===== src/rtl/uart_tx_arbiter.sv =====
// Round-robin arbiter feeding N_REQ byte streams into a uart_core over Avalon-MM (poll status, then write).
// Define UART_ARB_FIXED_PRIO_EN for fixed lowest-index-first priority instead of round-robin.
module uart_tx_arbiter #(
    parameter int unsigned N_REQ       = 4,
    parameter logic [3:0]  DATA_ADDR   = 4'h0,
    parameter logic [3:0]  STATUS_ADDR = 4'h1,
    parameter int unsigned READY_BIT   = 0
) (
    input  logic                 clk_i,
    input  logic                 arst_n_i,
    input  logic [N_REQ-1:0]     req_valid_i,
    input  logic [8*N_REQ-1:0]   req_data_i,
    input  logic [N_REQ-1:0]     req_last_i,
    output logic [N_REQ-1:0]     req_ready_o,
    output logic [N_REQ-1:0]     grant_o,
    output logic                 busy_o,
    output logic [3:0]           avmm_address_o,
    output logic                 avmm_read_o,
    output logic                 avmm_write_o,
    output logic [7:0]           avmm_writedata_o,
    input  logic [7:0]           avmm_readdata_i
);

    localparam int unsigned IDX_W = (N_REQ > 1) ? $clog2(N_REQ) : 1;

    typedef enum logic [1:0] {IDLE, POLL, CHECK, WRITE} state_t;

    state_t           state_q, state_d;
    logic [IDX_W-1:0] idx_q, sel_idx;
    logic             sel_found;
    logic [7:0]       data_q;
    logic             last_q, lock_q;
    logic             accept;
    logic             status_ready;

    // Mask form keeps every status bit in the expression.
    assign status_ready = |(avmm_readdata_i & (8'h01 << READY_BIT));

`ifdef UART_ARB_FIXED_PRIO_EN
    always_comb begin
        sel_found = 1'b0;
        sel_idx   = '0;
        for (int unsigned i = 0; i < N_REQ; i++) begin
            if (!sel_found && req_valid_i[IDX_W'(i)] && (!lock_q || idx_q == IDX_W'(i))) begin
                sel_found = 1'b1;
                sel_idx   = IDX_W'(i);
            end
        end
    end
`else
    logic [IDX_W-1:0] rr_start_q;
    int unsigned      k;

    always_comb begin
        sel_found = 1'b0;
        sel_idx   = '0;
        k         = 0;
        for (int unsigned i = 0; i < N_REQ; i++) begin
            k = 32'(rr_start_q) + i;
            if (k >= N_REQ) k = k - N_REQ;
            if (!sel_found && req_valid_i[IDX_W'(k)] && (!lock_q || idx_q == IDX_W'(k))) begin
                sel_found = 1'b1;
                sel_idx   = IDX_W'(k);
            end
        end
    end

    always_ff @(posedge clk_i or negedge arst_n_i) begin
        if (!arst_n_i) begin
            rr_start_q <= '0;
        end else if (accept) begin
            rr_start_q <= (32'(sel_idx) == N_REQ - 1) ? '0 : sel_idx + IDX_W'(1);
        end
    end
`endif

    assign accept = (state_q == IDLE) && sel_found;
    assign busy_o = (state_q != IDLE);

    always_comb begin
        req_ready_o = '0;
        if (arst_n_i && accept) req_ready_o[sel_idx] = 1'b1;
    end

    always_comb begin
        grant_o = '0;
        if (arst_n_i) begin
            if (state_q != IDLE || lock_q) grant_o[idx_q]   = 1'b1;
            else if (accept)               grant_o[sel_idx] = 1'b1;
        end
    end

    always_comb begin
        state_d          = state_q;
        avmm_address_o   = STATUS_ADDR;
        avmm_read_o      = 1'b0;
        avmm_write_o     = 1'b0;
        avmm_writedata_o = 8'h00;
        unique case (state_q)
            IDLE:  if (accept) state_d = POLL;
            POLL: begin
                avmm_read_o = 1'b1;
                state_d     = CHECK;
            end
            CHECK: state_d = status_ready ? WRITE : POLL;
            WRITE: begin
                avmm_write_o     = 1'b1;
                avmm_address_o   = DATA_ADDR;
                avmm_writedata_o = data_q;
                state_d          = IDLE;
            end
            default: state_d = IDLE;
        endcase
    end

    // Lock is held from acceptance and released only once a last byte has been written.
    always_ff @(posedge clk_i or negedge arst_n_i) begin
        if (!arst_n_i) begin
            state_q <= IDLE;
            idx_q   <= '0;
            data_q  <= '0;
            last_q  <= 1'b0;
            lock_q  <= 1'b0;
        end else begin
            state_q <= state_d;
            if (accept) begin
                idx_q  <= sel_idx;
                data_q <= req_data_i[{sel_idx, 3'b000} +: 8];
                last_q <= req_last_i[sel_idx];
                lock_q <= 1'b1;
            end else if (state_q == WRITE) begin
                lock_q <= !last_q;
            end
        end
    end

endmodule


===== config.mk =====
export PLATFORM = sky130hd
export DESIGN_NAME = uart_tx_arbiter
export DESIGN_NICKNAME = d
export VERILOG_FILES = /design/src/rtl/uart_tx_arbiter.sv
export SDC_FILE = /design/constraint.sdc
export NUM_CORES = 1
export LEC_CHECK = 0
export ABC_AREA = 0
export CAP_MARGIN = 30
export CELL_PAD_IN_SITES_DETAIL_PLACEMENT = 1
export CELL_PAD_IN_SITES_GLOBAL_PLACEMENT = 1
export CORE_ASPECT_RATIO = 1.25
export CORE_UTILIZATION = 34
export DETAILED_ROUTE_END_ITERATION = 7
export PLACE_DENSITY = 0.93
export REMOVE_ABC_BUFFERS = 1
export SKIP_CTS_REPAIR_TIMING = 1
export SYNTH_ARGS = -nofsm -noshare
export SYNTH_HDL_FRONTEND = slang
export SYNTH_SLANG_ARGS = --single-unit
export TNS_END_PERCENT = 20

===== constraint.sdc =====
create_clock -name clk_i -period 7.1 [get_ports clk_i]
set_input_delay 1.42 -clock clk_i [delete_from_list [all_inputs] [get_ports clk_i]]
set_output_delay 1.42 -clock clk_i [all_outputs]
set_load 0.005 [all_outputs]

==> results.tsv <==
metric	value	unit
status	finished clean	
clk_pin_slew	0.06	ns
dp.cells	304	
power.share.clock	0.070	
p_seq_frac	0.187	
nets	303	
grt_pass1_vias	1816	
peakVddDrop	0.1832	mV
setup_tns	0	ns
p_sw	0.5737	mW
ys_top_cells_by_area	dfrtp_1 (23%), and3_1 (7.9%), mux2_2 (6.4%), a221o_1 (4.6%), a222oi_1 (4.6%)	
n_antenna_cell	0	
std_cell_rows	28	
cts_made_buffers	3	
cp.arrival	4.72	ns
synth_area	1752	um2
die_h	82.25	um
synth-seq-area-share	0.2286	
cp_cell_sequence	clkdlybuf4s50_1, mux2i_1, and2_1, o21ai_1, nor4b_1, o31ai_2, inv_1, ha_1, a31oi_1, nor2b_1, clkdlybuf4s50_1	
grt_pass1_wl	8535	um
synth_top_cell_area_share	0.2286	
routed-via-count	1787	
die_area	5445	um2
critPathKind	in2out	
powerDensity	480.6	nW/um2
ys_ff_latch	16	
synth_top_flop_cell	dfrtp_1	
max_stage_delay	0.71	ns
ys_types	48	
hold_depth	1	
post-route-min-period	6.141	ns
synthTopCellsByCount	and3_1 (22), dfrtp_1 (16), a21oi_1 (12), nor2_1 (12), mux2_2 (10)	
cts_tree	done	
clock_latency	0.25	ns
relSlewSlack	0.3843	
yosysWarnings	0	
finalNonFillerCells	308	
drt_pass1_iterations	7	
syn-instance-count	198	
yosysMostFrequentCell	and3_1	
grt_max_degree	25	
grt_util_all_layers	0.2036	
fin_crit_sh	0.8650	
critPathMostFrequentCell	clkdlybuf4s50_1	
coreArea	4835	um2
worstPathRequired	5.68	ns
wl_per_cell	16.90	um
p_sw_frac	0.4982	
antenna_found_initial	0	
cp_slowest_cell	o21ai_1	
endpoint_kind	primary output	
setup_violations	0	
cp_max_fo	14	
ant_nets	0	
combPwrFrac	0.743	
async_flop_share	1.000	
seqCellArea	400.4	um2
hold_violations	0	
drv_slew	0	
die_x	66.20	um
post-route-drc-count	0	
r2r_cells	7	
numPortBuffers	62	
drtIter0Drc	116	
leakagePower	1.019	nW
initial_core_util	0.3623	
cts_sinks	16	
cts_root_buf	clkbuf_8	
worst_clock_skew	0.0007512	ns
fillers	592	
wl	5206	um
grt-ovfl-total	0	
synth_top_area_cell	dfrtp_1	
fmax	162.8	MHz
h-tree-depth	1	
layout-drive-gt1-share	0.1089	
avgSynthCellArea	8.847	um2
cts_buffer_depth	2	
worst_pin_slew	0.9173	ns
area_growth	36.79	%
hp-class	reg2reg	
ioPinCount	73	
p_int	0.5779	mW
multi_input_area	1207	um2
drv_cap	0	
cp-start-kind	input pin	
rsz0062_at_grt	false	
dp_hpwl	4055	um
synth_edf_count	0	
place_congestion	0.8255	
via_per_inst	5.802	
==> worst paths after layout <==
| check | start | end | slack (ns) |
|---|---|---|---|
| setup / recovery | req_valid_i[3] | grant_o[3] | 0.96 |
| hold / removal | last_q | lock_q | 0.49 |
| setup reg to reg | rr_start_q[0] | data_q[3] | 3.42 |
| hold reg to reg | last_q | lock_q | 0.49 |
| max in group asynchronous | arst_n_i | state_q[1] | 4.85 |
| min in group asynchronous | arst_n_i | idx_q[1] | 1.69 |
==> area by class of cell <==
cell class / instances / area share
multi-input combinational: 157 / 0.5039
timing repair buffer: 63 / 0.2621
sequential: 16 / 0.1671
tap: 60 / 0.03133
clock buffer: 4 / 0.02298
inverter: 8 / 0.01253
==> power groups by stage <==
stage / clock, mW / combinational (mW) / sequential (mW)
final: 0.0806 / 0.856 / 0.215
after global placement: 0 / 0.815 / 0.213
after CTS: 0.0822 / 0.860 / 0.215
after global routing: 0.0860 / 0.940 / 0.224
after detailed placement: 0 / 0.856 / 0.216
after floorplan: 0 / 0.597 / 0.194
==> cells by family after synthesis <==
| family | count (synthesis) | share of synthesized area |
|---|---|---|
| simple gates | 66 | 0.2114 |
| compound gates | 65 | 0.3107 |
| buf+inv | 27 | 0.08643 |
| mux | 17 | 0.1071 |
| flops | 16 | 0.2286 |
| fa+ha+maj | 4 | 0.02857 |
| xor+xnor | 2 | 0.02500 |
| other cells | 1 | 0.002141 |
==> cell usage in the layout, fill, tap and decap left out, types with 3 or more instances in the layout <==
cell | synthesis | routed
mux2_2 | 10 | 10
a22o_1 | 8 | 8
dfrtp_1 | 16 | 16
and3_1 | 22 | 22
a221o_1 | 8 | 8
a222oi_1 | 8 | 8
nor2b_1 | 5 | 5
clkdlybuf4s50_1 | 0 | 62
nand3b_1 | 3 | 3
conb_1 | 1 | 3
inv_1 | 8 | 8
o21ai_0 | 4 | 4
a21oi_1 | 12 | 12
nand2_1 | 9 | 9
nand2b_1 | 4 | 4
clkbuf_8 | 0 | 4
and2_1 | 4 | 4
mux2i_1 | 6 | 6
nor2_1 | 12 | 12
a31oi_1 | 5 | 5
ha_1 | 4 | 4
==> state kept, by name, indices dropped and copies added (netlist names) <==
register    flops
data_q          8
idx_q           2
last_q          1
lock_q          1
rr_start_q      2
state_q         2
==> stage by stage <==
stage	worst slack (ns)	total power [mW]	instance area, um2	utilization	hold slack (ns)
floorplan	2.117	0.7909	1638	-	0.4587
global placement	1.025	1.028	2341	0.4842	0.4735
detailed placement	0.9251	1.072	2341	0.4842	0.4840
CTS	0.9406	1.157	2396	0.4956	0.4954
global route	0.7302	1.251	2396	0.4956	0.5123
finish	0.9586	1.152	2396	0.4956	0.4916
==> critical path: cells and delay by family <==
kind / cells / cell delay, ns
buf+inv: 3 / 1.15
compound gates: 3 / 1.05
simple gates: 3 / 0.78
fa+ha+maj: 1 / 0.16
mux: 1 / 0.15
==> routing by layer <==
layer	track usage	wire, um
met4	0.05745	106
met3	0.01374	201
met2	0.3898	2781
met1	0.2407	2116
met5	0	0
(Power assumes the default switching activity.)
